`config.mk`:
```
export PLATFORM = sky130hd
export DESIGN_NAME = shift_sequencer_flat
export DESIGN_NICKNAME = d
export VERILOG_FILES = /design/src/rtl/shift_sequencer_if.sv /design/src/rtl/shift_sequencer.sv /design/src/flat_wrapper.sv
export SDC_FILE = /design/constraint.sdc
export NUM_CORES = 1
export LEC_CHECK = 0
export BUFFER_PORTS_ARGS = -buffer_cell sky130_fd_sc_hd__clkbuf_2
export CAP_MARGIN = 15
export CORE_MARGIN = 2
export CORE_UTILIZATION = 40
export CTS_BUF_LIST = sky130_fd_sc_hd__clkbuf_4 sky130_fd_sc_hd__clkbuf_8 sky130_fd_sc_hd__clkbuf_16
export DETAILED_ROUTE_END_ITERATION = 12
export PLACE_DENSITY = 0.63
export SLEW_MARGIN = 20
export SYNTH_ARGS = -nofsm -noshare
export SYNTH_HDL_FRONTEND = slang
export SYNTH_SLANG_ARGS = --single-unit
```
`constraint.sdc`:
```
create_clock -name clk -period 1.4 [get_ports clk]
set_input_delay 0.07 -clock clk [delete_from_list [all_inputs] [get_ports clk]]
set_output_delay 0.07 -clock clk [all_outputs]
set_load 0.02 [all_outputs]
```
`src/rtl/shift_sequencer_if.sv`:
```
// rtl/shift_sequencer_if.sv - request/result bundle between the ALU front-end and the shift sequencer
interface shift_sequencer_if #(
  parameter int W  = 4,
  parameter int CW = 3
);
  logic          start;
  logic          dir;
  logic [CW-1:0] amt;
  logic [W-1:0]  d;
  logic [W-1:0]  q;
  logic          busy;
  logic          done;
  logic          step_l;
  logic          step_r;

  modport master (
    output start, dir, amt, d,
    input  q, busy, done, step_l, step_r
  );

  modport slave (
    input  start, dir, amt, d,
    output q, busy, done, step_l, step_r
  );
endinterface

```
`src/rtl/shift_sequencer.sv`:
```
// rtl/shift_sequencer.sv - multi-cycle logical shifter: one zero-fill bit step per clock
module shift_stage #(
  parameter int W = 4
) (
  input  logic [W-1:0] i_d,
  input  logic         i_l,
  input  logic         i_r,
  output logic [W-1:0] o_q
);
  always_comb begin
    o_q = i_d;
    if (i_l)      o_q = {i_d[W-2:0], 1'b0};
    else if (i_r) o_q = {1'b0, i_d[W-1:1]};
  end
endmodule

module shift_sequencer #(
  parameter int W  = 4,
  parameter int CW = 3
) (
  input  logic               clk,
  input  logic               nrst,
  shift_sequencer_if.slave   bus
);
  localparam logic [1:0] S_IDLE  = 2'd0;
  localparam logic [1:0] S_SHIFT = 2'd1;
  localparam logic [1:0] S_DONE  = 2'd2;

  logic [1:0]    r_state;
  logic [W-1:0]  r_q;
  logic [CW-1:0] r_cnt;
  logic          r_dir;
  logic          w_busy;
  logic          w_step_l;
  logic          w_step_r;
  logic [W-1:0]  w_step_q;

  assign w_busy   = (r_state == S_SHIFT);
  assign w_step_l = w_busy & ~r_dir;
  assign w_step_r = w_busy &  r_dir;

  shift_stage #(.W(W)) u_stage (
    .i_d (r_q),
    .i_l (w_step_l),
    .i_r (w_step_r),
    .o_q (w_step_q)
  );

  always_ff @(posedge clk) begin
    if (!nrst) begin
      r_state <= S_IDLE;
      r_q     <= '0;
      r_cnt   <= '0;
      r_dir   <= 1'b0;
    end else begin
      case (r_state)
        // DONE accepts a new request just like IDLE so operations can run back-to-back
        S_IDLE, S_DONE: begin
          if (bus.start) begin
            r_q     <= bus.d;
            r_cnt   <= bus.amt;
            r_dir   <= bus.dir;
            r_state <= (bus.amt != '0) ? S_SHIFT : S_DONE;
          end else begin
            r_state <= S_IDLE;
          end
        end
        S_SHIFT: begin
          r_q   <= w_step_q;
          r_cnt <= r_cnt - 1'b1;
          if (r_cnt == CW'(1)) r_state <= S_DONE;
        end
        default: r_state <= S_IDLE;
      endcase
    end
  end

  assign bus.q      = r_q;
  assign bus.busy   = w_busy;
  assign bus.done   = (r_state == S_DONE);
  assign bus.step_l = w_step_l;
  assign bus.step_r = w_step_r;
endmodule

```
`src/flat_wrapper.sv`:
```
// flat-port wrapper written by rule: the top's interface ports become plain ports
module shift_sequencer_flat 
#(
  parameter int W  = 4,
  parameter int CW = 3
)
  (clk, nrst, bus_start, bus_dir, bus_amt, bus_d, bus_q, bus_busy, bus_done, bus_step_l, bus_step_r);
  shift_sequencer_if #(.W(W), .CW(CW)) bus_i ();
  input  logic clk;
  input  logic nrst;
  input wire logic [$bits(bus_i.start)-1:0] bus_start;
  input wire logic [$bits(bus_i.dir)-1:0] bus_dir;
  input wire logic [$bits(bus_i.amt)-1:0] bus_amt;
  input wire logic [$bits(bus_i.d)-1:0] bus_d;
  output wire logic [$bits(bus_i.q)-1:0] bus_q;
  output wire logic [$bits(bus_i.busy)-1:0] bus_busy;
  output wire logic [$bits(bus_i.done)-1:0] bus_done;
  output wire logic [$bits(bus_i.step_l)-1:0] bus_step_l;
  output wire logic [$bits(bus_i.step_r)-1:0] bus_step_r;
  assign bus_i.start = bus_start;
  assign bus_i.dir = bus_dir;
  assign bus_i.amt = bus_amt;
  assign bus_i.d = bus_d;
  assign bus_q = bus_i.q;
  assign bus_busy = bus_i.busy;
  assign bus_done = bus_i.done;
  assign bus_step_l = bus_i.step_l;
  assign bus_step_r = bus_i.step_r;
  shift_sequencer #(.W(W), .CW(CW)) u_core (.clk(clk), .nrst(nrst), .bus(bus_i));
endmodule
```
; ---- Word level (Yosys, flattened, before mapping)
; Index checks and enable logic that the tools add are counted.
[op_classes]
add_sub_neg = 1
mul = 0
div_mod_pow = 0
order_cmp = 0
eq_ne = 6
n_shift = 0
n_mux = 10
bitwise_logic = 3
n_reduce_logical = 7
[ops]
columns = op, count
row1 = $mux W4, 3
row2 = $pmux W4 S2, 1
row3 = $mux W2, 3
row4 = $pmux W3 S2, 1
row5 = $ne A2 B2 Y1 const B, 2
row6 = $pmux W2 S2, 1
row7 = $reduce_and A2 Y1, 2
row8 = $eq A3 B1 Y1 const B, 1
row9 = $mux W3, 1
row10 = $ne A3 B3 Y1 const B, 1
row11 = $reduce_and A3 Y1, 1
row12 = $reduce_bool A3 Y1, 1
row13 = $sub A3 B1 Y3 const B, 1
row14 = $and A1 B1 Y1, 2
row15 = $eq A2 B1 Y1 const B, 1
row16 = $eq A2 B2 Y1 const B, 1
row17 = $logic_not A2 Y1, 1
row18 = $reduce_bool A2 Y1, 1
row19 = $reduce_or A2 Y1, 1
row20 = $not A1 Y1, 1
[totals]
reg_bits = 10
latch_bits = 0
ram_bits = 0
romBits = 0
input_bits = 11
output_inout_bits = 8
memories = 0

; ---- Logic depth before layout (Yosys ltp)
; Gate-level depths: netlist of run 1.
[depth]
depth_word = 5
mapped_depth = 6
mapped_depth_nobuf = 5

; ---- By module
; A second synthesis of run 1 with hierarchy kept.
[unflattened]
hier_cells = 70
hier_area_um2 = 550.5
[by_module_without_submodules]
columns = mod, n_inst, cells_each, area_each_um2
row1 = shift_sequencer, 1, 59, 484.2
row2 = shift_stage, 1, 11, 66.3

; ---- Worst setup path after synthesis of run 1
; OpenSTA, ideal clock, no wires.
[synth_timing]
path_kind = register -> register
from = register u_core.r_state[1]
to = register u_core.r_cnt[0]
setup_time_ns = 0.126
arrival_time_ns = 0.932
path_slack_ns = 0.342
path_stages_with_launch = 7
path_buffers = 2
path_cell_list = dfxtp_1 -> nand2b_1 -> buf_6 -> inv_6 -> buf_12 -> a22oi_2 -> a21oi_1
[synth_via]
elab_cells_between_ends = 8
cone_classes = eq/ne: 3 / mux: 1 / reduce/logical: 4
[synth_rtl]
columns = item, line_no
row1 = "start, declared", shift_sequencer.sv:29  ; logic [1:0] r_state;
row2 = "start signal, assigned", shift_sequencer.sv:63  ; r_state <= (bus.amt != '0) ? S_SHIFT : S_DONE;
row3 = $eq A2 B1 Y1 *, n/a
row4 = net bus_busy, flat_wrapper.sv:16  ; output wire logic [$bits(bus_i.busy)-1:0] bus_busy;
row5 = $reduce_bool A2 Y1 (no source line), n/a
row6 = $reduce_and A2 Y1 (no source line), n/a
row7 = "end signal, assigned", shift_sequencer.sv:61  ; r_cnt <= bus.amt;
row8 = "end signal, assigned", shift_sequencer.sv:70  ; r_cnt <= r_cnt - 1'b1;
row9 = "end, declared", shift_sequencer.sv:31  ; logic [CW-1:0] r_cnt;
; Mark *: on every way through the listed nets, which the timed path passes. The rest lies on a longest branch.
; A chain may end at the register's enable or synchronous reset.

; ---- Final worst setup path of run 1
[layout_timing]
from = register u_core.r_state[0]
to = output bus_step_r
[layout_via]
elab_chain_len = 2
[layout_lines]
columns = item, line_no
row1 = $eq A2 B1 Y1, shift_sequencer.sv:38  ; assign w_busy = (r_state == S_SHIFT);
row2 = $and A1 B1 Y1, shift_sequencer.sv:40  ; assign w_step_r = w_busy & r_dir;
row3 = "end, declared", flat_wrapper.sv:19  ; output wire logic [$bits(bus_i.step_r)-1:0] bus_step_r;
; No other way between the ends.

==> flow_results.org, run 1 <==
** STA
- In this run the tightest slew margin relative to its limit is 0.783.
- Summed over all failing endpoints, the final setup total negative slack is 0 ns.
- Max-slew violation total from the final report :: 0
- Unrepaired setup endpoints after global routing :: no
- Hold is met by 0.0106 ns.
- Final clock skew :: ~0.012 ns
- After layout, the minimum clock period comes to ~1.3 ns.
- Number of failing hold endpoints at the final stage :: 0
- Based on the critical path, the design can be clocked at up to 0.768 GHz.
- For the pin with the worst max-slew slack, the measured transition is 0.325 ns.
- Portion of the clock cycle consumed by the worst path in the final layout :: 0.931
- Final setup violation count :: 0

** Cells and area
- Antenna Cells :: 0
- The net count of the finished layout is 96.
- Final core utilization :: 0.529
- Share of post-route cells with drive strength above 1 :: 0.463
- After routing the design area is 714 um2.
- The area growth from synthesis to layout is 20.2%.

** Detailed routing
- Initial DRT Pass Iterations :: 2
- For this block, the routed nets add up to 1170 um of wire.
- DRC violations left :: 0
- Iteration-0 DRC Markers :: 1
- For this block, the via count after detailed routing is 486.
- Dividing the detail-routed wire length by the instance count gives approximately 12 um.
- Number of antenna-violating nets in the routed design :: 0
- Dividing the detail-routed via count by the number of cells gives roughly 5.

** Floorplan
- Floorplan die width :: between 40 and 50 um
- Core area :: around 1400 um2
- Initial Util :: 0.440
- Placement row count :: 13
- Die outline height :: 42.5 um
- 19 I/O pins were placed.
- Area enclosed by the die boundary :: 1810 um2

** Global routing
- The number of global-route vias before repair is between 400 and 500.
- Met2 usage in global routing :: 0.215
- In this run the most used layer during global routing was met2.
- Total overflow reported by the global router :: 0
- Overall fraction of global-route tracks in use :: 0.154
- Met3 Track Usage GR :: 0.0776
- Met1 track demand over resource in global routing :: 0.209
- First-pass GRT wire length :: approximately 2100 um
- Entering global routing, the biggest net connects 12 pins.
- The initial antenna violation count is 0.

** Synthesis
- In this run, synthesis produced a sequential element count of 10.
- For this run, the leading register cell type out of synthesis is sky130_fd_sc_hd__dfxtp_1.
- For this run, the number of Yosys warnings is 0.
- Fraction of synthesized cell area taken by the top area cell type :: 0.337
- After synthesis, the most frequently instantiated cells are sky130_fd_sc_hd__dfxtp_1 (10), sky130_fd_sc_hd__a21oi_1 (4), sky130_fd_sc_hd__inv_1 (4), sky130_fd_sc_hd__nor2_1 (4).
- Syn Inst Count :: 63
- The most common cell in the synthesized netlist is sky130_fd_sc_hd__dfxtp_1.
- EDFF count, synth :: 0
- The biggest area contributor in the post-synthesis netlist is sky130_fd_sc_hd__dfxtp_1.
- For this run, asynchronously set or reset flops after synthesis account for 0.
- The share of the Yosys chip area taken by registers is 0.337.
- Library cells used by synthesis :: 31
- Cell area after synthesis :: just under 600 um2
- When the netlist entered floorplanning its net count stood at 76.
- A synthesized cell averages 9.43 um2.
- Sorting the synthesized cells by area gives the leading types as sky130_fd_sc_hd__dfxtp_1 (34%), sky130_fd_sc_hd__nor3_2 (5.1%), sky130_fd_sc_hd__a211oi_2 (4.2%).

** Worst setup path
- Critical Path Sink Type :: primary output
- The slowest stage of the critical path is the sky130_fd_sc_hd__dfxtp_1 cell.
- Delay contributed by the slowest stage of the critical path :: 0.40 ns
- At the worst endpoint, the required time is 1.33 ns.
- Crit path from :: u_core.r_state[0]$_SDFFE_PN0P_
- For the worst setup path, the data arrival time is 1.23 ns.
- Of all nets on the critical path, the largest fanout is 11.
- Cell class contributing the biggest share of worst-path delay :: flip-flops
- The critical path is of the reg2out type.
- Counting both buffers and inverters, the worst setup path holds a total of 2.
- STA classifies the critical path startpoint as a flip-flop.
- In this run the critical register-to-register path is launched from u_core.r_state[0]$_SDFFE_PN0P_.
- The signal on the critical path passes through nand2b_4, inv_6, and2_2, clkbuf_2.

** Power
- Of the total power, the share spent switching nets is 0.311.
- Leakage power :: 0.318 nW
- Dividing total power by cell area gives a power density of around 1200 nW/um2.
- The internal power of the cells totals 0.579 mW.
- The share of total power dissipated in sequential elements is 0.408.
- Of the total power, the clock network draws 0.314.
- Psw :: 0.261 mW
- Overall power :: 0.841 mW
- VDD sags by at most approximately 0.9 mV.
- Of the total power, combinational logic draws 0.278.

** Clock network
- Clock tree sinks :: 10
- Clock latency of the later-clocked register in the worst-skew pair :: 0.27 ns
- Number of clock buffers inserted by TritonCTS :: 3
- Clock tree root driver cell :: sky130_fd_sc_hd__clkbuf_4
- Clock-pin transition on the worst setup and hold timing paths :: roughly 0.080 ns
- Maximum root-to-sink buffer count :: 2
- CTS built an H-tree with a depth of 1.
- Post-CTS Setup Repair Bufs :: 0
- Clock tree from TritonCTS :: yes
- In this run, post-CTS hold repair placed 0 buffers.

** Placed design
- The count of buffers added on input and output ports is 18.
- After legalization and detailed placement, the total HPWL measured slightly below 900 um.
- Post-Place Cell Area :: between 600 and 700 um2
- Routability congestion estimate from global placement :: just under 0.8

** Worst hold path
- Worst hold path type :: in2reg
- The startpoint identified for the worst hold timing path is bus_dir.

** Run
- Across the run, the number of max-cap violations was 0.

** Run status
- Status :: finished clean
-- metal layers --
layer	up-vias	routed length (um)
li1	257	-
met1	213	600
met2	14	486
met3	2	67
met4	0	16
met5	-	0
-- cells in the final DEF (no fill, tap or decap), drive strengths merged --
cell type | netlist | layout
nor2 | 4 | 4
a2bb2oi | 1 | 1
mux2 | 1 | 1
dfxtp | 10 | 10
clkbuf | 1 | 22
nor2b | 3 | 3
and2 | 1 | 1
o22a | 1 | 1
nor3 | 6 | 6
nand3 | 2 | 2
o22ai | 2 | 2
inv | 5 | 5
nor4 | 1 | 1
a211oi | 2 | 2
ha | 2 | 2
a22oi | 2 | 2
o21ai | 2 | 2
a21oi | 4 | 4
buf | 4 | 2
a32oi | 1 | 1
mux2i | 2 | 2
nand2 | 3 | 3
nand2b | 2 | 2
and2b | 1 | 1
-- flip-flops by register name (all words and copies together), names as in the netlist --
| name | cells |
|---|---|
| u_core.r_state | 2 |
| u_core.r_cnt | 3 |
| u_core.bus.q | 4 |
| u_core.r_dir | 1 |
-- worst register-to-register path: cells and delay by family, from the launching register on --
| kind | cells | cell delay, ns |
|---|---|---|
| DFF | 1 | 0.40 |
| and+or+nand+nor | 3 | 0.66 |
-- stage by stage --
step | setup WS [ns] | cells
finish | 0.0971 | 97
global route | 0.0229 | 97
CTS | 0.00739 | 97
detailed placement | 0.135 | 93
global placement | 0.206 | 93
floorplan | 0.342 | 63
-- power by group through the flow --
stage,sequential (mW),clock [mW],combinational (mW)
2_1_floorplan,0.357,0,0.179
3_3_place_gp,0.349,0,0.231
3_5_place_dp,0.349,0,0.233
4_1_cts,0.343,0.272,0.235
5_1_grt,0.349,0.286,0.257
6_report,0.343,0.264,0.234
-- kinds of logic after synthesis --
group | count (synthesis) | share of synthesized area
AND/OR/NAND/NOR | 23 | 0.238
multiplexers | 3 | 0.0589
buffers and inverters | 10 | 0.120
flip-flops | 10 | 0.337
adder cells (fa/ha/maj) | 2 | 0.0421
AO/OA/AOI/OAI | 15 | 0.204
-- cell type report --
class | count | area, um2
flip-flops and latches | 10 | 200
clock buffers | 4 | 36.3
inverters | 5 | 23.8
well taps | 15 | 18.8
multi-input cells | 43 | 330
fillers | 144 | 636
repair buffers | 20 | 105
-- worst paths after layout --
path | end | slack, ns | cells after the start
hold reg to reg | u_core.r_cnt[1]$_SDFFE_PN0P_ | 0.47 | 2
hold / removal | u_core.r_dir$_SDFFE_PN0P_ | 0.01 | 3
setup reg to reg | u_core.bus.q[0]$_SDFFE_PN0P_ | 0.25 | 3
setup / recovery | bus_step_r | 0.1 | 4
-- repair_timing --
action / in CTS / in global routing
cloned: 0 / 0
gates resized for setup: 1 / 1
setup endpoints to repair: 1 / 1
hold endpoints to repair: 0 / 0
Note: power is estimated with default switching activity, not from simulation.
==> run 2: changes to the inputs <==
--- a/config.mk
+++ b/config.mk
@@ -12,6 +12,8 @@
 export CTS_BUF_LIST = sky130_fd_sc_hd__clkbuf_4 sky130_fd_sc_hd__clkbuf_8 sky130_fd_sc_hd__clkbuf_16
 export DETAILED_ROUTE_END_ITERATION = 12
 export PLACE_DENSITY = 0.63
+export RECOVER_POWER = 100
+export SETUP_SLACK_MARGIN = 0.15
 export SLEW_MARGIN = 20
 export SYNTH_ARGS = -nofsm -noshare
 export SYNTH_HDL_FRONTEND = slang
==> run 2 against run 1 <==
Combinational power is 8% higher. Clock power hardly changed. Critical path depth is 1 higher. Clock skew is 0.0010 ns lower. Utilization is 2.3 points higher. Register-to-register slack worse by 0.10 ns. Cell count is 5.2% higher. Via count is 8.0% higher. Sequential cell count stayed put. Power is 2.0% higher.
==> flow_results.org, run 2 (synthesis gave the netlist of run 1 again) <==
** Run status
- The flow ran to the end, and the final reports show no timing, DRC or antenna violations.

** Placed design
- Port buffering added 18 buffers.
- At the placement stage, the worst setup path has a slack of 0.135 ns.
- The congestion estimate from routability-driven global placement came to a little under 0.8.
- Number of placed instances with taps included :: 93
- Estimated wirelength of the detail-placed design :: 865 um
- The placed instances occupy a cell area of 671 um2.

** Worst setup path
- The worst register-to-register path ends at u_core.r_cnt[1]$_SDFFE_PN0P_.
- Worst setup path class :: reg2reg
- Worst r2r path cells :: 5
- Critical Path Sink Type :: flip-flop
- Worst Path Max Fanout :: 4
- The worst setup path is launched from a flip-flop.
- Beginning of the worst register-to-register path :: u_core.r_state[1]$_SDFFE_PN0P_
- In this run the register-to-register setup slack is 0.15 ns.
- Arrival @ worst endpoint :: 1.39 ns
- CP required :: 1.54 ns

** Power
- IR analysis of the VDD net gives a maximum drop of approximately 0.93 mV.
- Summed over all cells, the static leakage comes to about 0.32 nW.
- After layout, the design draws a total of around 0.86 mW.
- In this run the power density over the cells is 1150 nW/um2.

** Worst hold path
- The worst hold path terminates at u_core.r_dir$_SDFFE_PN0P_.
- The worst hold path passes through 3 cells.
- Start point of the worst hold path :: bus_dir
- Worst hold path type :: in2reg

** Run
- Max-cap violations in this run came to 0.

** STA
- Slew headroom :: 0.788
- Worst hold slack across all endpoints :: ~0.015 ns
- Final worst-path setup slack :: approximately 0.15 ns
- Summed negative setup slack over all endpoints :: 0 ns
- Number of failing hold endpoints at the final stage :: 0
- Highest clock rate :: 0.797 GHz
- Of the available clock period, the critical path in the final layout requires 0.896.
- Final critical path time including I/O delays and setup :: 1.25 ns
- For the pin with the worst max-slew slack, the measured transition is 0.318 ns.
- Final clock skew :: 0.0110 ns
- Setup repair after global routing left no endpoint under its margin.
- Max-slew violation total from the final report :: 0
- Final setup violation count :: 0

** Floorplan
- The core region is roughly 1400 um2.
- Placement row count :: 13
- Initial Util :: 0.440
- Floorplan die width :: ~43 um
- Area enclosed by the die boundary :: 1810 um2
- Die outline height :: 42.5 um
- 19 I/O pins were placed.

** Cells and area
- Post-Layout Cell Count :: 102
- In the final layout, the share of cells above drive strength 1 is 0.414.
- Final core utilization :: 0.552
- The net count of the finished layout is 101.
- After routing the design area is between 700 and 800 um2.
- In the layout the commonest cells are sky130_fd_sc_hd__clkbuf_2 (11), sky130_fd_sc_hd__dfxtp_1 (10), sky130_fd_sc_hd__clkbuf_1 (7), sky130_fd_sc_hd__buf_4 (7).
- The repair_antennas step left the layout with diodes totalling 0.
- Leaving out fill and tap cells, the most frequent cell in the layout is sky130_fd_sc_hd__clkbuf_2.
- The register with the most flip-flops in the layout has 4 of them.
- From synthesis to final layout, the design area changed by 25.5%.
- Fillers :: ~140

** Clock network
- Clock tree sinks :: 10
- Clock-pin transition on the worst setup and hold timing paths :: 0.07 ns
- The later pin in the worst-skew pair is clocked with a latency of 0.27 ns.
- Number of clock buffers inserted by TritonCTS :: 3
- No sink is reached through more buffers than the 2 on the longest clock path.
- In this run the number of H-tree levels came out at 1.
- Clock tree root driver cell :: sky130_fd_sc_hd__clkbuf_4
- Clock tree from TritonCTS :: yes

** Global routing
- Entering global routing, the biggest net connects 12 pins.
- Total overflow reported by the global router :: 0
- The first global-routing pass estimated 2080 um of wire.
- Overall fraction of global-route tracks in use :: 0.155
- The initial antenna violation count is 0.
- Vias in the first global route :: approximately 470

** Detailed routing
- Average wire per cell in the routed design :: 12.2 um
- In the routed design, unresolved DRC markers number 0.
- Wires add up to 1250 um.
- Via density :: 5.15
- Number of antenna-violating nets in the routed design :: 0
- The first TritonRoute pass finished after 2 iterations.
- Vias after detailed routing :: 525
- For this block, the initial DRC count from the detailed router was 1.
run 2: cell count changes in the layout (fill, tap and decap cells not counted), sizes merged:
cell / change
buf: +5
run 2: timing repair:
action,4_1_cts,5_1_grt
endpoints found under the setup margin,4,1
hold buffers,0,0
buffers inserted,2,3
resized for setup,3,4
pin swaps,0,0
run 2: cell type report:
| class | instances | area (um2) | area share |
|---|---|---|---|
| multi-input combinational | 43 | 330 | 0.443 |
| timing repair buffer | 25 | 134 | 0.180 |
| sequential | 10 | 200 | 0.268 |
| inverter | 5 | 26.3 | 0.0352 |
| clock buffer | 4 | 36.3 | 0.0487 |
| tap | 15 | 18.8 | 0.0252 |
run 2: worst max path at each step:
stage,start,end,slack [ns],depth (start not counted)
floorplan,u_core.r_state[1]$_SDFFE_PN0P_,u_core.r_cnt[0]$_SDFFE_PN0P_,0.34,6
global placement,u_core.r_state[1]$_SDFFE_PN0P_,u_core.r_cnt[2]$_SDFFE_PN0P_,0.21,4
detailed placement,u_core.r_state[1]$_SDFFE_PN0P_,u_core.r_cnt[2]$_SDFFE_PN0P_,0.14,4
CTS,u_core.r_state[1]$_SDFFE_PN0P_,bus_step_r,0.17,4
global route,u_core.r_state[1]$_SDFFE_PN0P_,u_core.r_cnt[1]$_SDFFE_PN0P_,0.09,5
finish,u_core.r_state[1]$_SDFFE_PN0P_,u_core.r_cnt[1]$_SDFFE_PN0P_,0.15,5
run 2: worst max-delay path, stage by stage, from the launching register on:
cell,delay [ns]
sky130_fd_sc_hd__dfxtp_1,0.32
sky130_fd_sc_hd__nand2b_4,0.16
sky130_fd_sc_hd__clkbuf_1,0.25
sky130_fd_sc_hd__buf_4,0.17
sky130_fd_sc_hd__a2bb2oi_1,0.14
sky130_fd_sc_hd__a21oi_1,0.07
run 2: routing by layer:
layer / share of wire / vias up / routed length, um / GRT usage
met1: 0.50 / 243 / 626 / 0.204
met4: 0.013 / 0 / 16 / 0.0375
li1: - / 267 / - / -
met2: 0.43 / 13 / 539 / 0.225
met5: 0 / - / 0 / 0
met3: 0.052 / 2 / 65 / 0.0776
run 2: where the power goes:
group | switching [mW] | total [mW] | internal (mW)
Clock | 0.103 | 0.261 | 0.158
Combinational | 0.134 | 0.253 | 0.118
Sequential | 0.0288 | 0.344 | 0.315
==> run 3: changes to the inputs <==
--- a/config.mk
+++ b/config.mk
@@ -7,11 +7,11 @@
 export LEC_CHECK = 0
 export BUFFER_PORTS_ARGS = -buffer_cell sky130_fd_sc_hd__clkbuf_2
 export CAP_MARGIN = 15
-export CORE_MARGIN = 2
-export CORE_UTILIZATION = 40
+export CORE_AREA = 2 2 39 41
 export CTS_BUF_LIST = sky130_fd_sc_hd__clkbuf_4 sky130_fd_sc_hd__clkbuf_8 sky130_fd_sc_hd__clkbuf_16
 export DETAILED_ROUTE_END_ITERATION = 12
-export PLACE_DENSITY = 0.63
+export DIE_AREA = 0 0 41 43
+export PLACE_DENSITY = 0.69
 export RECOVER_POWER = 100
 export SETUP_SLACK_MARGIN = 0.15
 export SLEW_MARGIN = 20
==> run 3 against run 2 <==
Power shrank 0.63%. Combinational power fell by 5%. Fmax increased by 1.4%. Cell count is 2.0% lower. Hold slack improved by 0.015 ns. Via count shrank 1.3%. Clock power is 2% higher. Largest cell class unchanged.
==> flow_results.org, run 3 (synthesis gave the netlist of run 1 again) <==
** Run status
- Status :: finished clean

** Placed design
- In this run the tool buffered the top-level ports with 18 buffer cells.
- Routability congestion estimate from global placement :: ~0.84
- Estimated wirelength of the detail-placed design :: 893 um

** STA
- Worst hold slack across all endpoints :: 0.0300 ns
- Unrepaired setup endpoints after global routing :: no
- In the finished design, the share of the clock period the worst path needs comes to 0.884.
- The routed design could run at a clock period as short as 1.24 ns.
- Final clock skew :: about 0.0016 ns
- Slew headroom :: 0.780
- The final-report hold violation count is 0.
- After routing, the total negative slack on setup checks comes to 0 ns.
- Final setup violation count :: 0
- Timing would allow up to between 0.8 and 0.9 GHz.
- The number of slew-limit violations in the final report was 0.
- Least-Margin Pin Slew :: 0.330 ns

** Clock network
- CTS saw 10 sinks.
- Clock tree from TritonCTS :: yes
- H-tree levels :: 1
- Clock latency of the later-clocked register in the worst-skew pair :: 0.27 ns
- Number of clock buffers inserted by TritonCTS :: 3
- Clock tree root driver cell :: sky130_fd_sc_hd__clkbuf_4
- Clock-pin transition on the worst setup and hold timing paths :: 0.07 ns
- In this run the deepest clock path goes through 2 buffers.

** Cells and area
- Number of flip-flops under the largest register name :: 4
- Antenna Cells :: 0
- In the layout the commonest cells are sky130_fd_sc_hd__clkbuf_2 (10), sky130_fd_sc_hd__dfxtp_1 (9), sky130_fd_sc_hd__clkbuf_1 (8).
- Of the cells placed in the final design, the portion with a size suffix greater than 1 is 0.393.
- The area growth from synthesis to layout is 21.5%.
- Final layout net count :: 98
- Most common cell after layout, fill and taps aside :: sky130_fd_sc_hd__clkbuf_2

** Floorplan
- Die outline height :: 43 um
- Count of pins on the block boundary :: 19
- For this configuration, the core starts out at a cell density of 0.429.
- Floorplan die width :: around 41 um
- Placement row count :: 14
- The die covers 1760 um2.
- The floorplan step defined a core boundary enclosing between 1000 and 1500 um2.

** Global routing
- Summed over all layers, the global routing overflow is 0.
- Across every metal layer, demand over resource in global routing totals 0.181.
- Initial antenna violation count :: 0
- Pin count of the biggest net entering global routing :: 12
- The first global-routing pass estimated just over 2000 um of wire.
- The number of global-route vias before repair was 475.

** Detailed routing
- Across all layers, the routed design uses 518 vias.
- After detailed routing, the number of vias per cell comes to around 5.2.
- Number of antenna-violating nets in the routed design :: 0
- Final wirelength :: 1240 um
- After detailed routing, the average wire length per cell comes to 12.4 um.
- DRC violations left :: 0
- Initial DRT Pass Iterations :: 3
- Iteration-0 DRC Markers :: 11

** Worst setup path
- Worst r2r path cells :: 4
- The critical path in this run is classified as reg2out.
- Along the worst path, the maximum fanout reaches 11.
- Element type at the critical path start :: flip-flop
- Reg-to-reg endpoint :: u_core.r_cnt[2]$_SDFFE_PN0P_
- The worst setup path is captured at a primary output.
- For the worst setup path, the data arrival time is between 1 and 1.5 ns.
- The worst register-to-register path begins at u_core.r_state[1]$_SDFFE_PN0P_.
- Register-to-register setup slack :: 0.25 ns
- CP required :: 1.33 ns

** Power
- The worst-case IR drop observed on VDD is 0.539 mV.
- Leakage power :: 0.304 nW
- In this run the power spent charging and discharging nets is 0.272 mW.
- Reg power frac :: 0.404
- Combinational share of power :: 0.282
- In this run the power density over the cells is around 1200 nW/um2.
- Clock network fraction of design power :: 0.314
- Fraction of power spent switching nets :: 0.319
- Internal power comes to 0.580 mW.

** Worst hold path
- The path with the worst hold slack has its endpoint at u_core.r_dir$_SDFFE_PN0P_.
- The path class of the tightest hold or removal check is in2reg.
- The startpoint identified for the worst hold timing path is bus_dir.
- Counting instances, the worst hold path has a depth of 3.

** Run
- Max-cap violation count :: 0
-- run 3: worst max-delay path: stages (launching register included) --
cell                       delay [ns]
sky130_fd_sc_hd__dfxtp_1         0.40
sky130_fd_sc_hd__nand2b_4        0.11
sky130_fd_sc_hd__inv_8           0.10
sky130_fd_sc_hd__and2_2          0.14
sky130_fd_sc_hd__buf_2           0.15
-- run 3: power by group through the flow --
stage	clock, mW	sequential [mW]	combinational, mW
3_3_place_gp	0	0.348	0.230
5_1_grt	0.285	0.349	0.263
6_report	0.267	0.344	0.240
2_1_floorplan	0	0.357	0.179
3_5_place_dp	0	0.348	0.236
4_1_cts	0.268	0.343	0.248
-- run 3: through the flow --
step / setup slack (ns) / instances / cell area, um2 / util / power, mW
floorplan: 0.342 / 63 / 594 / - / 0.536
global placement: 0.208 / 94 / 672 / 0.486 / 0.578
detailed placement: 0.124 / 94 / 672 / 0.486 / 0.584
CTS: 0.169 / 100 / 732 / 0.529 / 0.859
global route: 0.117 / 100 / 722 / 0.522 / 0.897
finish: 0.163 / 100 / 722 / 0.522 / 0.852
-- run 3: cell type report --
cell class	count	area (um2)
Timing Repair Buffer	22	108
Inverter	5	26.3
Fill cell	129	662
Tap cell	16	20.0
Clock buffer	4	36.3
Multi-Input combinational cell	43	330
Sequential cell	10	201
-- run 3: how the worst max path moves through the flow --
stage / startpoint / depth (start not counted) / end / slack [ns]
final: u_core.r_state[0]$_SDFFE_PN0P_ / 4 / bus_step_r / 0.16
after global routing: u_core.r_state[0]$_SDFFE_PN0P_ / 4 / bus_step_r / 0.12
after CTS: u_core.r_state[1]$_SDFFE_PN0P_ / 4 / bus_step_r / 0.17
after detailed placement: u_core.r_state[1]$_SDFFE_PN0P_ / 4 / u_core.r_cnt[2]$_SDFFE_PN0P_ / 0.12
after global placement: u_core.r_state[1]$_SDFFE_PN0P_ / 4 / u_core.r_cnt[2]$_SDFFE_PN0P_ / 0.21
after floorplan: u_core.r_state[1]$_SDFFE_PN0P_ / 6 / u_core.r_cnt[0]$_SDFFE_PN0P_ / 0.34
-- run 3: repair_timing --
item / 4_1_cts / 5_1_grt
resized for setup: 3 / 3
endpoints found under the setup margin: 4 / 1
setup buffers: 2 / 0
hold buffers: 0 / 0
-- run 3: layer usage --
layer  global-route usage  vias to the layer above  routed length [um]
met5                    0                        -                   0
met4                0.140                        0                  36
met3               0.0314                        4                  43
met2                0.263                       10                 609
met1                0.222                      244                 552
li1                     -                      260                   -
